### config.mk
export PLATFORM = sky130hd
export DESIGN_NAME = router_fsm_np_flat
export DESIGN_NICKNAME = d
export VERILOG_FILES = /design/src/rtl/router_fsm_np_pkg.sv /design/src/rtl/router_fsm_np_if.sv /design/src/rtl/router_fsm_np_wait_timer.sv /design/src/rtl/router_fsm_np.sv /design/src/flat_wrapper.sv
export SDC_FILE = /design/constraint.sdc
export NUM_CORES = 1
export LEC_CHECK = 0
export CORE_UTILIZATION = 55
export CTS_BUF_LIST = sky130_fd_sc_hd__clkbuf_8
export DETAILED_ROUTE_END_ITERATION = 10
export PLACE_DENSITY = 0.95
export SYNTH_ARGS = -nofsm -noshare
export SYNTH_HDL_FRONTEND = slang
export SYNTH_SLANG_ARGS = --single-unit
### constraint.sdc
create_clock -name clock -period 3 [get_ports clock]
set_input_delay 0.6 -clock clock [delete_from_list [all_inputs] [get_ports clock]]
set_output_delay 0.6 -clock clock [all_outputs]
set_load 0.05 [all_outputs]
### src/rtl/router_fsm_np_pkg.sv
// router_pkg: shared types and constants for the N-port packet-router controller.
//   router_state_t   : 4-bit controller state encoding
//   addr_w(n)        : header address field width for n output ports
//   ROUTER_MAX_PORTS : largest supported port count
package router_pkg;

  localparam int ROUTER_MAX_PORTS = 16;

  typedef enum logic [3:0] {
    DECODE_ADDRESS     = 4'd0,
    WAIT_TILL_EMPTY    = 4'd1,
    LOAD_FIRST_DATA    = 4'd2,
    LOAD_DATA          = 4'd3,
    FIFO_FULL_STATE    = 4'd4,
    LOAD_AFTER_FULL    = 4'd5,
    LOAD_PARITY        = 4'd6,
    CHECK_PARITY_ERROR = 4'd7,
    DROP_PACKET        = 4'd8
  } router_state_t;

  function automatic int addr_w(input int n);
    return $clog2(n);
  endfunction

endpackage

### src/rtl/router_fsm_np_if.sv
// router_fsm_np_if: byte-stream / FIFO status inputs and state strobes of the
// router controller.
//   master : source side (drives stream and FIFO status, observes strobes)
//   slave  : controller side (router_fsm_np)
interface router_fsm_np_if
  import router_pkg::*;
#(
  parameter int NUM_PORTS = 3,
  parameter int ADDR_W    = addr_w(NUM_PORTS)
);

  logic                 pkt_valid;
  logic [ADDR_W-1:0]    data_in;
  logic                 fifo_full;
  logic [NUM_PORTS-1:0] fifo_empty;
  logic [NUM_PORTS-1:0] soft_reset;
  logic                 parity_done;
  logic                 low_pkt_valid;

  logic                 detect_add;
  logic                 lfd_state;
  logic                 ld_state;
  logic                 laf_state;
  logic                 full_state;
  logic                 rst_int_reg;
  logic                 write_enb_reg;
  logic                 busy;
  logic                 drop_state;
  logic                 pkt_drop;
  logic [ADDR_W-1:0]    dest_addr;

  modport master (
    output pkt_valid, data_in, fifo_full, fifo_empty, soft_reset, parity_done, low_pkt_valid,
    input  detect_add, lfd_state, ld_state, laf_state, full_state, rst_int_reg,
           write_enb_reg, busy, drop_state, pkt_drop, dest_addr
  );

  modport slave (
    input  pkt_valid, data_in, fifo_full, fifo_empty, soft_reset, parity_done, low_pkt_valid,
    output detect_add, lfd_state, ld_state, laf_state, full_state, rst_int_reg,
           write_enb_reg, busy, drop_state, pkt_drop, dest_addr
  );

endinterface

### src/rtl/router_fsm_np_wait_timer.sv
// router_wait_timer: saturating up-counter used to bound the wait for an
// empty destination FIFO.
//   clock, reset : clock, async active-high reset
//   clr          : synchronous clear (priority over en)
//   en           : count enable
//   done         : count has reached LIMIT-1 (never asserted when LIMIT==0)
module router_wait_timer #(
  parameter int LIMIT = 64
) (
  input  logic clock,
  input  logic reset,
  input  logic clr,
  input  logic en,
  output logic done
);

  localparam int CW = (LIMIT > 0) ? $clog2(LIMIT + 1) : 1;
  localparam logic [CW-1:0] LAST = (LIMIT > 0) ? CW'(LIMIT - 1) : '0;

  logic [CW-1:0] count;

  always_ff @(posedge clock or posedge reset) begin
    if (reset) begin
      count <= '0;
    end else if (clr) begin
      count <= '0;
    end else if (en && (count != '1)) begin
      count <= count + 1'b1;
    end
  end

  assign done = (LIMIT != 0) && (count == LAST);

endmodule

### src/rtl/router_fsm_np.sv
// router_fsm_np: control FSM for an N-output packet router. Decodes the
// header address, waits for the destination FIFO to drain (with timeout),
// sequences payload/parity loading and FIFO-full back-pressure, and drops
// packets with an invalid address or an expired wait.
//   clock, reset : clock, async active-high reset
//   bus          : stream/FIFO status in, state strobes and dest_addr out
//
// state              | meaning
// DECODE_ADDRESS     | idle / header byte decode
// WAIT_TILL_EMPTY    | destination FIFO not yet empty, bounded wait
// LOAD_FIRST_DATA    | header byte written
// LOAD_DATA          | payload bytes written
// FIFO_FULL_STATE    | destination full, stall source
// LOAD_AFTER_FULL    | write the byte held during the stall
// LOAD_PARITY        | parity byte written
// CHECK_PARITY_ERROR | parity compare in the register block
// DROP_PACKET        | discard bytes until pkt_valid falls
module router_fsm_np
  import router_pkg::*;
#(
  parameter int NUM_PORTS    = 3,
  parameter int ADDR_W       = addr_w(NUM_PORTS),
  parameter int WAIT_TIMEOUT = 64
) (
  input  logic           clock,
  input  logic           reset,
  router_fsm_np_if.slave bus
);

  if (NUM_PORTS < 2 || NUM_PORTS > ROUTER_MAX_PORTS) begin : g_bad_num_ports
    $error("router_fsm_np: NUM_PORTS out of range");
  end

  localparam logic [ADDR_W:0] PORT_LIMIT = (ADDR_W + 1)'(NUM_PORTS);

  router_state_t     state, state_nxt;
  logic [ADDR_W-1:0] dest_addr, dest_nxt;
  logic              addr_ok, dest_ok, soft_hit, wait_done;

  logic detect_add_r, lfd_state_r, ld_state_r, laf_state_r, full_state_r;
  logic rst_int_reg_r, write_enb_r, busy_r, drop_state_r, pkt_drop_r;

  // Range guards keep per-port lookups from indexing past NUM_PORTS when the
  // address field can encode more values than there are ports.
  assign addr_ok  = {1'b0, bus.data_in} < PORT_LIMIT;
  assign dest_ok  = {1'b0, dest_addr} < PORT_LIMIT;
  assign soft_hit = dest_ok && bus.soft_reset[dest_addr] && (state != DECODE_ADDRESS);

  router_wait_timer #(.LIMIT(WAIT_TIMEOUT)) u_wait_timer (
    .clock (clock),
    .reset (reset),
    .clr   (state != WAIT_TILL_EMPTY),
    .en    (state == WAIT_TILL_EMPTY),
    .done  (wait_done)
  );

  always_comb begin
    state_nxt = state;
    dest_nxt  = dest_addr;
    if (soft_hit) begin
      state_nxt = DECODE_ADDRESS;
    end else begin
      case (state)
        DECODE_ADDRESS: begin
          if (bus.pkt_valid) begin
            dest_nxt = bus.data_in;
            if (!addr_ok)                        state_nxt = DROP_PACKET;
            else if (bus.fifo_empty[bus.data_in]) state_nxt = LOAD_FIRST_DATA;
            else                                 state_nxt = WAIT_TILL_EMPTY;
          end
        end
        WAIT_TILL_EMPTY: begin
          if (dest_ok && bus.fifo_empty[dest_addr]) state_nxt = LOAD_FIRST_DATA;
          else if (wait_done)                       state_nxt = DROP_PACKET;
        end
        LOAD_FIRST_DATA: state_nxt = LOAD_DATA;
        LOAD_DATA: begin
          if (bus.fifo_full)       state_nxt = FIFO_FULL_STATE;
          else if (!bus.pkt_valid) state_nxt = LOAD_PARITY;
        end
        FIFO_FULL_STATE: begin
          if (!bus.fifo_full) state_nxt = LOAD_AFTER_FULL;
        end
        LOAD_AFTER_FULL: begin
          if (bus.parity_done)        state_nxt = DECODE_ADDRESS;
          else if (bus.low_pkt_valid) state_nxt = LOAD_PARITY;
          else                        state_nxt = LOAD_DATA;
        end
        LOAD_PARITY: state_nxt = CHECK_PARITY_ERROR;
        CHECK_PARITY_ERROR: begin
          state_nxt = bus.fifo_full ? FIFO_FULL_STATE : DECODE_ADDRESS;
        end
        DROP_PACKET: begin
          if (!bus.pkt_valid) state_nxt = DECODE_ADDRESS;
        end
        default: state_nxt = DECODE_ADDRESS;
      endcase
    end
  end

  // Strobes are decoded from the next state and registered, so each one
  // is a clean flop output aligned with the state it names.
  always_ff @(posedge clock or posedge reset) begin
    if (reset) begin
      state         <= DECODE_ADDRESS;
      dest_addr     <= '0;
      detect_add_r  <= 1'b1;
      lfd_state_r   <= 1'b0;
      ld_state_r    <= 1'b0;
      laf_state_r   <= 1'b0;
      full_state_r  <= 1'b0;
      rst_int_reg_r <= 1'b0;
      write_enb_r   <= 1'b0;
      busy_r        <= 1'b0;
      drop_state_r  <= 1'b0;
      pkt_drop_r    <= 1'b0;
    end else begin
      state         <= state_nxt;
      dest_addr     <= dest_nxt;
      detect_add_r  <= 1'b0;
      lfd_state_r   <= 1'b0;
      ld_state_r    <= 1'b0;
      laf_state_r   <= 1'b0;
      full_state_r  <= 1'b0;
      rst_int_reg_r <= 1'b0;
      write_enb_r   <= 1'b0;
      busy_r        <= 1'b0;
      drop_state_r  <= 1'b0;
      pkt_drop_r    <= (state_nxt == DROP_PACKET) && (state != DROP_PACKET);
      case (state_nxt)
        DECODE_ADDRESS:  detect_add_r <= 1'b1;
        WAIT_TILL_EMPTY: busy_r       <= 1'b1;
        LOAD_FIRST_DATA: begin
          lfd_state_r <= 1'b1;
          busy_r      <= 1'b1;
        end
        LOAD_DATA: begin
          ld_state_r  <= 1'b1;
          write_enb_r <= 1'b1;
        end
        FIFO_FULL_STATE: begin
          full_state_r <= 1'b1;
          busy_r       <= 1'b1;
        end
        LOAD_AFTER_FULL: begin
          laf_state_r <= 1'b1;
          busy_r      <= 1'b1;
          write_enb_r <= 1'b1;
        end
        LOAD_PARITY: begin
          busy_r      <= 1'b1;
          write_enb_r <= 1'b1;
        end
        CHECK_PARITY_ERROR: begin
          rst_int_reg_r <= 1'b1;
          busy_r        <= 1'b1;
        end
        DROP_PACKET: drop_state_r <= 1'b1;
        default: detect_add_r <= 1'b1;
      endcase
    end
  end

  assign bus.detect_add    = detect_add_r;
  assign bus.lfd_state     = lfd_state_r;
  assign bus.ld_state      = ld_state_r;
  assign bus.laf_state     = laf_state_r;
  assign bus.full_state    = full_state_r;
  assign bus.rst_int_reg   = rst_int_reg_r;
  assign bus.write_enb_reg = write_enb_r;
  assign bus.busy          = busy_r;
  assign bus.drop_state    = drop_state_r;
  assign bus.pkt_drop      = pkt_drop_r;
  assign bus.dest_addr     = dest_addr;

endmodule

### src/flat_wrapper.sv
// flat-port wrapper written by rule: the top's interface ports become plain ports
module router_fsm_np_flat import router_pkg::*;
#(
  parameter int NUM_PORTS    = 3,
  parameter int ADDR_W       = addr_w(NUM_PORTS),
  parameter int WAIT_TIMEOUT = 64
)
  (clock, reset, bus_pkt_valid, bus_data_in, bus_fifo_full, bus_fifo_empty, bus_soft_reset, bus_parity_done, bus_low_pkt_valid, bus_detect_add, bus_lfd_state, bus_ld_state, bus_laf_state, bus_full_state, bus_rst_int_reg, bus_write_enb_reg, bus_busy, bus_drop_state, bus_pkt_drop, bus_dest_addr);
  router_fsm_np_if #(.NUM_PORTS(NUM_PORTS), .ADDR_W(ADDR_W)) bus_i ();
  input  logic clock;
  input  logic reset;
  input wire logic [$bits(bus_i.pkt_valid)-1:0] bus_pkt_valid;
  input wire logic [$bits(bus_i.data_in)-1:0] bus_data_in;
  input wire logic [$bits(bus_i.fifo_full)-1:0] bus_fifo_full;
  input wire logic [$bits(bus_i.fifo_empty)-1:0] bus_fifo_empty;
  input wire logic [$bits(bus_i.soft_reset)-1:0] bus_soft_reset;
  input wire logic [$bits(bus_i.parity_done)-1:0] bus_parity_done;
  input wire logic [$bits(bus_i.low_pkt_valid)-1:0] bus_low_pkt_valid;
  output wire logic [$bits(bus_i.detect_add)-1:0] bus_detect_add;
  output wire logic [$bits(bus_i.lfd_state)-1:0] bus_lfd_state;
  output wire logic [$bits(bus_i.ld_state)-1:0] bus_ld_state;
  output wire logic [$bits(bus_i.laf_state)-1:0] bus_laf_state;
  output wire logic [$bits(bus_i.full_state)-1:0] bus_full_state;
  output wire logic [$bits(bus_i.rst_int_reg)-1:0] bus_rst_int_reg;
  output wire logic [$bits(bus_i.write_enb_reg)-1:0] bus_write_enb_reg;
  output wire logic [$bits(bus_i.busy)-1:0] bus_busy;
  output wire logic [$bits(bus_i.drop_state)-1:0] bus_drop_state;
  output wire logic [$bits(bus_i.pkt_drop)-1:0] bus_pkt_drop;
  output wire logic [$bits(bus_i.dest_addr)-1:0] bus_dest_addr;
  assign bus_i.pkt_valid = bus_pkt_valid;
  assign bus_i.data_in = bus_data_in;
  assign bus_i.fifo_full = bus_fifo_full;
  assign bus_i.fifo_empty = bus_fifo_empty;
  assign bus_i.soft_reset = bus_soft_reset;
  assign bus_i.parity_done = bus_parity_done;
  assign bus_i.low_pkt_valid = bus_low_pkt_valid;
  assign bus_detect_add = bus_i.detect_add;
  assign bus_lfd_state = bus_i.lfd_state;
  assign bus_ld_state = bus_i.ld_state;
  assign bus_laf_state = bus_i.laf_state;
  assign bus_full_state = bus_i.full_state;
  assign bus_rst_int_reg = bus_i.rst_int_reg;
  assign bus_write_enb_reg = bus_i.write_enb_reg;
  assign bus_busy = bus_i.busy;
  assign bus_drop_state = bus_i.drop_state;
  assign bus_pkt_drop = bus_i.pkt_drop;
  assign bus_dest_addr = bus_i.dest_addr;
  router_fsm_np #(.NUM_PORTS(NUM_PORTS), .ADDR_W(ADDR_W), .WAIT_TIMEOUT(WAIT_TIMEOUT)) u_core (.clock(clock), .reset(reset), .bus(bus_i));
endmodule
======== Word level (Yosys, flattened, before mapping) ========
Index checks and enable logic that the tools add are counted.
Widths: inputs -> output; s select.
word-level totals
  register bits after elaboration ......... 23
  input bits .............................. 14
  word-level logic and storage cells ...... 82
cells by class
  $add $sub $neg .......................... 1
  order comparisons ....................... 4
  equality and inequality tests ........... 20
  mux-type cells .......................... 31
  bitwise operators ....................... 1
  reductions and logical operators ........ 12
operators by type and width
  operator             count
  $mux 4               10
  $pmux 4 s9           1
  $eq 4x3->1 const B   8
  $eq 4x2->1 const B   4
  $mux 7               2
  $mux 1               12
  $eq 4x1->1 const B   2
  $eq 4x4->1 const B   2
  $reduce_or 8->1      1
  $add 7x1->7 const B  1
  $eq 7x6->1 const B   1
  $ne 7x7->1 const B   1
  $bmux 1 s2           3
  $lt 2x3->1 const B   2
  $mux 3               2
  $reduce_or 6->1      1
  $logic_and 1x1->1    5
  $logic_not 4->1      1
  $lt 2x2->1 const B   2
  $ne 4x1->1 const B   1
  $ne 4x4->1 const B   1
  $reduce_bool 4->1    1
  $reduce_and 3->1     1
  $reduce_or 3->1      1
  3 further kinds      3

======== Longest topological paths before layout ========
Gate-level depths: netlist of run 1.
  depth in word-level cells ............... 10
  gate-level depth with buffers ........... 7

======== By module ========
From an unflattened synthesis of run 1, not the netlist that was laid out.
unflattened totals
  cells, all modules ...................... 126
  area, all modules ....................... 1258.7 um2
by module, submodules not included
  module             instances  cells an instance  area each (um2)
  router_fsm_np      1          88                 872.1
  router_wait_timer  1          38                 386.6

======== Worst setup path before layout of run 1 ========
No wires, ideal clock.
  kind .................................... reg2reg
  from .................................... register u_core.dest_addr[0], in the netlist u_core.bus.dest_addr[0]
  to ...................................... register u_core.write_enb_r, in the netlist u_core.bus.write_enb_reg
  library setup time ...................... 0.096 ns
  data arrival time ....................... 1.888 ns
  path slack .............................. 1.016 ns
  stages on the path, launching flop included .. 7
  buffers on the path ..................... 0
  clock period less this slack ............ 1.984 ns
  cell sequence ........................... dfrtp_1 -> mux2i_1 -> o21ai_0 -> a21o_2 -> o21a_2 -> or2_4 -> o32ai_2
between the ends
  word-level cells in the longest chain between the ends .. 9
  elaborated cells on any way between the ends .. 16
ends and longest elaborated chain
  item                                      RTL line              text
  from (decl)                               router_fsm_np.sv:37   logic [ADDR_W-1:0] dest_addr, dest_nxt;
  from (signal assigned)                    router_fsm_np.sv:119  dest_addr <= dest_nxt;
  $bmux 1 s2                                router_fsm_np.sv:73   if (dest_ok && bus.fifo_empty[dest_addr]) state_nxt = LOAD_FIRST_DATA;
  $mux 1 (implied by the code)              router_fsm_np.sv:73
  $logic_and 1x1->1                         router_fsm_np.sv:73
  $mux 4                                    router_fsm_np.sv:73
  $pmux 4 s9                                router_fsm_np.sv:63   case (state)
  $mux 4 (*)                                router_fsm_np.sv:60   if (soft_hit) begin
  $eq 4x2->1 or $eq 4x3->1 (tied branches)  router_fsm_np.sv:130  case (state_nxt)
  $reduce_or 3->1 (no source line) (*)      --
  $mux 1 (*)                                router_fsm_np.sv:130
  to (signal assigned)                      router_fsm_np.sv:126  write_enb_r <= 1'b0;
  to (signal assigned)                      router_fsm_np.sv:139  write_enb_r <= 1'b1;
  to (signal assigned)                      router_fsm_np.sv:148  write_enb_r <= 1'b1;
  to (decl)                                 router_fsm_np.sv:41   logic rst_int_reg_r, write_enb_r, busy_r, drop_state_r, pkt_drop_r;
Every way passes the cells marked *; elsewhere a longest branch is shown, timed or not. The select of a mux whose other input is x is not followed.
A chain may end at the register's enable or synchronous reset.

======== Worst setup path after layout of run 1 ========
  from .................................... input bus_data_in[0]
  to ...................................... register u_core.busy_r, in the netlist u_core.bus.busy
between the ends
  word-level cells in the longest chain between the ends .. 10
  elaborated cells on any way between the ends .. 16
ends and longest elaborated chain
  item                                      RTL line              text
  from (decl)                               flat_wrapper.sv:13    input wire logic [$bits(bus_i.data_in)-1:0] bus_data_in;
  $bmux 1 s2                                router_fsm_np.sv:68   else if (bus.fifo_empty[bus.data_in]) state_nxt = LOAD_FIRST_DATA;
  $mux 1 (implied by the code)              router_fsm_np.sv:68
  $mux 2                                    router_fsm_np.sv:68
  $mux 4 (*)                                router_fsm_np.sv:67   if (!addr_ok) state_nxt = DROP_PACKET;
  $mux 4 (*)                                router_fsm_np.sv:65   if (bus.pkt_valid) begin
  $pmux 4 s9 (*)                            router_fsm_np.sv:63
  $mux 4 (*)                                router_fsm_np.sv:60
  $eq 4x1->1, or another cell as far along  router_fsm_np.sv:130
  $reduce_or 6->1 (no source line) (*)      --
  $mux 1 (*)                                router_fsm_np.sv:130
  to (signal assigned)                      router_fsm_np.sv:127  busy_r <= 1'b0;
  to (signal assigned)                      router_fsm_np.sv:132  WAIT_TILL_EMPTY: busy_r <= 1'b1;
  to (signal assigned)                      router_fsm_np.sv:135  busy_r <= 1'b1;
  to (decl)                                 router_fsm_np.sv:41
Marked as above.

==> run summary, run 1 <==
iteration count of the initial detailed-routing pass: 4
vertical die dimension: 48.2 um
TritonCTS Buffers: 3
critical-path maximum fanout: 8
kind of cell adding the most delay to the critical path: compound AO/OA/AOI/OAI gates
Worst Setup Start Kind: input pin
unrepaired setup endpoints after global routing: no
flip-flop count of the largest register after layout: 7
arrival time at the worst endpoint: 2.42 ns
largest family of logic cells by synthesized area: simple AND/OR/NAND/NOR gates
antenna violations before repair: 0
Tightest Pin Transition: 0.818 ns
leading cell types in the layout, fill and taps excluded: sky130_fd_sc_hd__clkdlybuf4s50_1 (25), sky130_fd_sc_hd__dfrtp_1 (22), sky130_fd_sc_hd__nor2_1 (18), sky130_fd_sc_hd__nand2_1 (6), sky130_fd_sc_hd__inv_1 (5)
number of DRC markers after the initial detailed-route iteration: 7
vias after detailed routing: 940
Routed WL: 2.33 mm
sequential area share after synthesis: 0.490
share of synthesized cell area in full adder, half adder and majority cells: 0.0106
num rows: 16
input/output buffers: 25
largest net degree at the start of global routing: 24
post-CTS setup buffer count: 0
final net count: 156
Residual DRC: 0
maximum clock insertion buffer count: 2
CP Capture Type: register
startpoint of the worst-slack reg-to-reg timing path: u_core.state[0]
clock tree from TritonCTS: yes
P&R area growth vs syn: 27.0%
count of different cell masters after synthesis: 45
initial core utilization: 0.593
number of nets still failing antenna checks after routing: 0
crit path max-delay cell type: sky130_fd_sc_hd__clkdlybuf4s50_1
start point of the critical path: bus_data_in[0]
detailed placement HPWL: 1.79 mm
Peak supply drop: 0.661 mV
CTS root buf: sky130_fd_sc_hd__clkbuf_8
most common cell after layout, fill and taps aside: sky130_fd_sc_hd__clkdlybuf4s50_1
Required @ worst endpoint: 3.14 ns
Pleak: 0.675 nW
most common flop cell mapped by yosys: sky130_fd_sc_hd__dfrtp_1
Mean Syn Cell Area: 10.5 um2
Global Route Usage Sum: 0.218
Post-synth ARST share: 1.00
largest registers: u_core.u_wait_timer.count x7, u_core.state x4, u_core.bus.dest_addr x2
area of the placeable core: 1980 um2
share of cells above drive strength 1: 0.150
max incr delay on CP: 0.56 ns
post-synthesis share of cell area spent on xor and xnor gates: 0.0223
number of placed cells counting well taps: 163
hold wc startpoint: u_core.u_wait_timer.count[5]
shortest period the worst path allows: 2.29 ns
final number of max-transition violations: 0
residual overflow from global routing: 0
result of the run: completed
IO Pins: 26
overall power consumption: 0.00152 W
class of the worst hold path: register to register
register containing the most flip-flops in the final layout: u_core.u_wait_timer.count
vias per cell: 5.63
worst-skew pair later-pin latency: 0.26 ns
number of max-capacitance violations reported: 0
count of mapped cells out of synthesis: 112
FMAX: 0.437 GHz
share of synthesized cell area in and, or, nand and nor gates: 0.237
number of diodes added for antenna fixing: 0
compound-gate portion of the synthesized area: 0.163
final-report setup violation count: 0
number of synthesized flops with an enable pin: 0
number of hold buffers added after CTS: 0
die width: 48.2 um
synthesized area: 1180 um2
worst path bufs/invs: 1
Routability Congestion: 0.809
H-tree depth reported by CTS: 1
via count of the first global-routing pass: 812
wire length of the first global-routing pass: 3.34 mm
synth warn: 0
cells resized by post-CTS repair: 0
Sinks on Clock Net: 23
crit share post-route: 0.762
max-slew headroom at the worst pin: 0.454
register bit count reported by yosys: 23
Synthesized Nets: 127
clock transition at the registers of the reported paths: 0.07 ns
die area: 2330 um2
PD cells: 1020 nW/um2
Setup TNS: 0 ns
final cell count without fillers: 167
portion of netlist area occupied by mux cells: 0.0543
count of endpoints failing hold in the final timing report: 0
largest clock skew in the final design: 0.00177 ns
Worst Setup Path Type: input pin to register
worst-path cell chain: clkdlybuf4s50_1 -> mux2i_1 -> o22ai_1 -> o2bb2ai_1 -> a31oi_2 -> xnor2_1 -> o21ai_1
detail-routed net length per standard cell: 14.0 um
report_power, final:
group	total [W]	internal [W]	switching [W]
sequential	0.000490	0.000401	0.0000888
clock	0.000182	0.0000913	0.0000905
combinational	0.000846	0.000343	0.000503
layout make-up:
type | count | area [um2]
clock buffers | 3 | 41.3
clock inverters | 1 | 3.75
fillers | 128 | 488
inverters | 4 | 15.0
multi-input cells | 84 | 573
flip-flops and latches | 23 | 577
well taps | 27 | 33.8
repair buffers | 25 | 250
worst paths after layout:
path,to,slack (ns),cells past startpoint
min,u_core.u_wait_timer.count[5],0.56,2
max in group asynchronous,u_core.state[3],1.70,2
max reg2reg,u_core.bus.busy,0.87,6
max,u_core.bus.busy,0.71,7
min reg2reg,u_core.u_wait_timer.count[5],0.56,2
min in group asynchronous,u_core.u_wait_timer.count[4],0.80,2
per-stage QoR:
stage               cell area, um2  utilization  hold slack (ns)  worst slack (ns)
floorplan                     1180            -            0.497              1.02
global placement              1450        0.731            0.523             0.499
CTS                           1490        0.754            0.570             0.723
finish                        1490        0.754            0.559             0.714
detailed placement            1450        0.731            0.548             0.462
global route                  1490        0.754            0.587             0.608
cell families after synthesis:
family          count (synthesis)
fa+ha+maj                       1
mux                             6
flops                          23
compound gates                 25
simple gates                   49
xor+xnor                        3
buf+inv                         5
cells in the mapped netlist, types with 2 or more instances:
cell type	count	area, um2
sky130_fd_sc_hd__nor2_1	18	67.6
sky130_fd_sc_hd__nand3b_1	2	15.0
sky130_fd_sc_hd__mux2_2	3	33.8
sky130_fd_sc_hd__nor3_1	4	20.0
sky130_fd_sc_hd__inv_1	4	15.0
sky130_fd_sc_hd__nand2_1	6	22.5
sky130_fd_sc_hd__and3_1	2	12.5
sky130_fd_sc_hd__nor4b_1	3	26.3
sky130_fd_sc_hd__xnor2_1	2	17.5
sky130_fd_sc_hd__nand3_1	3	15.0
sky130_fd_sc_hd__dfrtp_1	22	551
sky130_fd_sc_hd__a31oi_1	2	12.5
sky130_fd_sc_hd__o21ai_0	4	20.0
sky130_fd_sc_hd__and3_2	2	15.0
sky130_fd_sc_hd__a21oi_1	3	15.0
sky130_fd_sc_hd__mux2i_1	3	30.0
per-layer routing:
metal  GRT usage  up-vias  wire (um)
met3      0.0333        4         40
met1       0.245      461       1020
met5           0        -          0
met4       0.133        0         57
li1            -      463          -
met2       0.387       12       1210
worst reg2reg max path: stages (launching register included):
cell	delay [ns]
sky130_fd_sc_hd__dfrtp_1	0.49
sky130_fd_sc_hd__or3_4	0.45
sky130_fd_sc_hd__nor3b_4	0.29
sky130_fd_sc_hd__o2bb2ai_1	0.21
sky130_fd_sc_hd__a31oi_2	0.14
sky130_fd_sc_hd__xnor2_1	0.30
sky130_fd_sc_hd__o21ai_1	0.12
Note: power is estimated with default switching activity, not from simulation.
==> run 2, diff against run 1 <==
--- a/config.mk
+++ b/config.mk
@@ -5,10 +5,10 @@
 export SDC_FILE = /design/constraint.sdc
 export NUM_CORES = 1
 export LEC_CHECK = 0
-export CORE_UTILIZATION = 55
+export CORE_UTILIZATION = 51
 export CTS_BUF_LIST = sky130_fd_sc_hd__clkbuf_8
 export DETAILED_ROUTE_END_ITERATION = 10
-export PLACE_DENSITY = 0.95
+export PLACE_DENSITY = 0.93
 export SYNTH_ARGS = -nofsm -noshare
 export SYNTH_HDL_FRONTEND = slang
 export SYNTH_SLANG_ARGS = --single-unit
==> constraint.sdc (replaced) <==
create_clock -name clock -period 2.24 [get_ports clock]
set_input_delay 0.448 -clock clock [delete_from_list [all_inputs] [get_ports clock]]
set_output_delay 0.448 -clock clock [all_outputs]
set_load 0.05 [all_outputs]
==> run 2 against run 1 <==
Net effect: clock skew rose by 0.0014 ns; hold slack worse by 0.034 ns; non-clock buffer count is 11 higher; worst setup slack got worse by 0.57 ns; combinational power increased by 47%; sequential cell count did not move; design area is 5.7% higher; clock-buffer cell count unchanged; core utilization down 3.3 points; first-iteration DRC count rose to 2.7 times the previous value; clock power grew 35%; global-route usage increased by 0.74 points.
==> run summary, run 2 (synthesized netlist as in run 1, its figures left out) <==
share of total power in the clock network: 0.115 (-0.005)
register-to-register path setup slack: 0.14 ns (-0.73 ns)
Required @ worst endpoint: 2.38 ns (-0.76 ns)
via count of the first global-routing pass: 943 (+16%)
clock transition at the registers of the reported paths: 0.08 ns (about the same)
P&R area growth vs syn: 34.3%
input/output buffers: 25 (unchanged)
worst-path cell chain: ha_1 -> and3_1 -> and3_2 -> or2b_2 -> o31a_1 -> nand2_1 -> buf_4 -> o32ai_2
iteration count of the initial detailed-routing pass: 4 (unchanged)
final number of max-transition violations: 0 (unchanged)
Switching Power: 0.000943 W (+38%)
internal power component: 0.00118 W (+42%)
wire length of the first global-routing pass: 4.17 mm (+25%)
flip-flop count of the largest register after layout: 7 (unchanged)
Pleak: 0.727 nW (+7.6%)
worst-skew pair later-pin latency: 0.26 ns (about the same)
switching part of the total: 0.444 (-0.00601)
residual overflow from global routing: 0 (unchanged)
worst-case reg-to-reg path depth: 8 (+2)
count of endpoints failing hold in the final timing report: 0 (unchanged)
CP Capture Type: register
final net count: 167 (+7.1%)
critical-path maximum fanout: 4 (-4)
final cell count without fillers: 179 (+7.2%)
cells resized by post-CTS repair: 0 (unchanged)
Routed WL: 2.55 mm (+9.4%)
crit path max-delay cell type: sky130_fd_sc_hd__dfrtp_1
Peak supply drop: 0.930 mV (+41%)
antenna violations before repair: 0 (unchanged)
CTS root buf: sky130_fd_sc_hd__clkbuf_8
Routability Congestion: 0.860 (+6.3%)
PD cells: 1350 nW/um2 (+33%)
overall power consumption: 0.00213 W (+40%)
vias per cell: 5.58 (-0.95%)
number of diodes added for antenna fixing: 0 (unchanged)
crit share post-route: 0.938
number of placed cells counting well taps: 175 (+7.4%)
vias after detailed routing: 998 (+6.2%)
TritonCTS Buffers: 3 (unchanged)
maximum clock insertion buffer count: 2 (unchanged)
area of the placeable core: 2190 um2 (+11%)
max-slew headroom at the worst pin: 0.650 (+0.196)
die area: 2500 um2 (+7.5%)
unrepaired setup endpoints after global routing: no
leading cell types in the layout, fill and taps excluded: sky130_fd_sc_hd__clkdlybuf4s50_1 (25), sky130_fd_sc_hd__dfrtp_1 (22), sky130_fd_sc_hd__nor2_1 (18), sky130_fd_sc_hd__buf_4 (11), sky130_fd_sc_hd__nand2_1 (6)
largest net degree at the start of global routing: 24 (unchanged)
IO Pins: 26 (unchanged)
final-report setup violation count: 0 (unchanged)
initial core utilization: 0.537 (-0.0566)
max incr delay on CP: 0.40 ns (-0.16 ns)
detailed placement HPWL: 1.96 mm (+9.9%)
Global Route Usage Sum: 0.226 (+0.00741)
most common cell after layout, fill and taps aside: sky130_fd_sc_hd__clkdlybuf4s50_1
clock tree from TritonCTS: yes
arrival time at the worst endpoint: 2.24 ns (-0.18 ns)
result of the run: completed
detail-routed net length per standard cell: 14.2 um (+2.1%)
class of the worst hold path: input pin to async pin
vertical die dimension: 50.0 um (+3.7%)
share of cells above drive strength 1: 0.219 (+0.0685)
largest clock skew in the final design: 0.00319 ns (+0.00142 ns)
Setup TNS: 0 ns (unchanged)
sequential share of power: 0.300 (-0.023)
H-tree depth reported by CTS: 1 (unchanged)
shortest period the worst path allows: 2.10 ns
die width: 50.0 um (+3.7%)
Worst Setup Path Type: register to register
number of DRC markers after the initial detailed-route iteration: 19 (+12)
post-CTS setup buffer count: 0 (unchanged)
Sinks on Clock Net: 23 (unchanged)
number of max-capacitance violations reported: 0 (unchanged)
Tightest Pin Transition: 0.523 ns (-0.294 ns)
largest registers: u_core.u_wait_timer.count x7, u_core.state x4, u_core.bus.dest_addr x2
Residual DRC: 0 (unchanged)
num rows: 17 (+1)
Worst Setup Start Kind: register
FMAX: 0.476 GHz
register containing the most flip-flops in the final layout: u_core.u_wait_timer.count
number of hold buffers added after CTS: 0 (unchanged)
power share of the combinational group: 0.584 (+0.027)
number of nets still failing antenna checks after routing: 0 (unchanged)
## run 2: cell count changes in the layout (fill, tap and decap cells not counted)
| cell | previous run | this run |
|---|---|---|
| sky130_fd_sc_hd__buf_4 | 0 | 11 |
| sky130_fd_sc_hd__clkinv_2 | 0 | 1 |
| sky130_fd_sc_hd__inv_1 | 5 | 4 |
## run 2: path summary, 6_finish.rpt
path	start	end
max in group asynchronous	reset	u_core.bus.detect_add
setup reg to reg	u_core.u_wait_timer.count[0]	u_core.bus.write_enb_reg
hold reg to reg	u_core.u_wait_timer.count[5]	u_core.u_wait_timer.count[5]
hold / removal	reset	u_core.u_wait_timer.count[6]
setup / recovery	u_core.u_wait_timer.count[0]	u_core.bus.write_enb_reg
min in group clock	u_core.u_wait_timer.count[5]	u_core.u_wait_timer.count[5]
## run 2: worst max-delay path, delay by kind of cell, from the launching register on
family | cells | cell delay, ns
AO/OA/AOI/OAI | 2 | 0.38
adder cells (fa/ha/maj) | 1 | 0.20
buffers and inverters | 1 | 0.12
flip-flops | 1 | 0.40
AND/OR/NAND/NOR | 4 | 0.86
## run 2: power by group through the flow
| stage | registers (W) | clock network, W | logic [W] |
|---|---|---|---|
| 2_1_floorplan | 0.000863 | 0 | 0.000648 |
| 3_3_place_gp | 0.000637 | 0 | 0.00118 |
| 3_5_place_dp | 0.000644 | 0 | 0.00125 |
| 4_1_cts | 0.000636 | 0.000253 | 0.00125 |
| 5_1_grt | 0.000655 | 0.000265 | 0.00133 |
| 6_report | 0.000639 | 0.000245 | 0.00124 |
## run 2: area by class of cell
class,count,area [um2]
fillers,174,612
flip-flops and latches,23,577
well taps,28,35.0
clock buffers,3,41.3
inverters,4,15.0
clock inverters,1,5.00
multi-input cells,84,573
repair buffers,36,333
## run 2: metal layers
layer / part of all wire / up-vias / GRT usage
li1: - / 483 / -
met1: 0.44 / 489 / 0.257
met2: 0.52 / 20 / 0.411
met3: 0.025 / 6 / 0.0216
met4: 0.018 / 0 / 0.114
met5: 0 / - / 0
## run 2: per-stage QoR
stage	area, um2	util	hold WS [ns]	worst slack (ns)
2_1_floorplan	1180	-	0.449	0.256
3_3_place_gp	1530	0.700	0.520	-0.0457
3_5_place_dp	1530	0.700	0.522	-0.126
4_1_cts	1580	0.721	0.538	0.135
5_1_grt	1580	0.721	0.552	0.0356
6_report	1580	0.721	0.525	0.139
==> run 3, diff against run 2 <==
--- a/config.mk
+++ b/config.mk
@@ -5,6 +5,7 @@
 export SDC_FILE = /design/constraint.sdc
 export NUM_CORES = 1
 export LEC_CHECK = 0
+export ABC_AREA = 0
 export CORE_UTILIZATION = 51
 export CTS_BUF_LIST = sky130_fd_sc_hd__clkbuf_8
 export DETAILED_ROUTE_END_ITERATION = 10
==> results of run 3 <==
No change in the layout: final DEF, timing and power equal those of run 2.
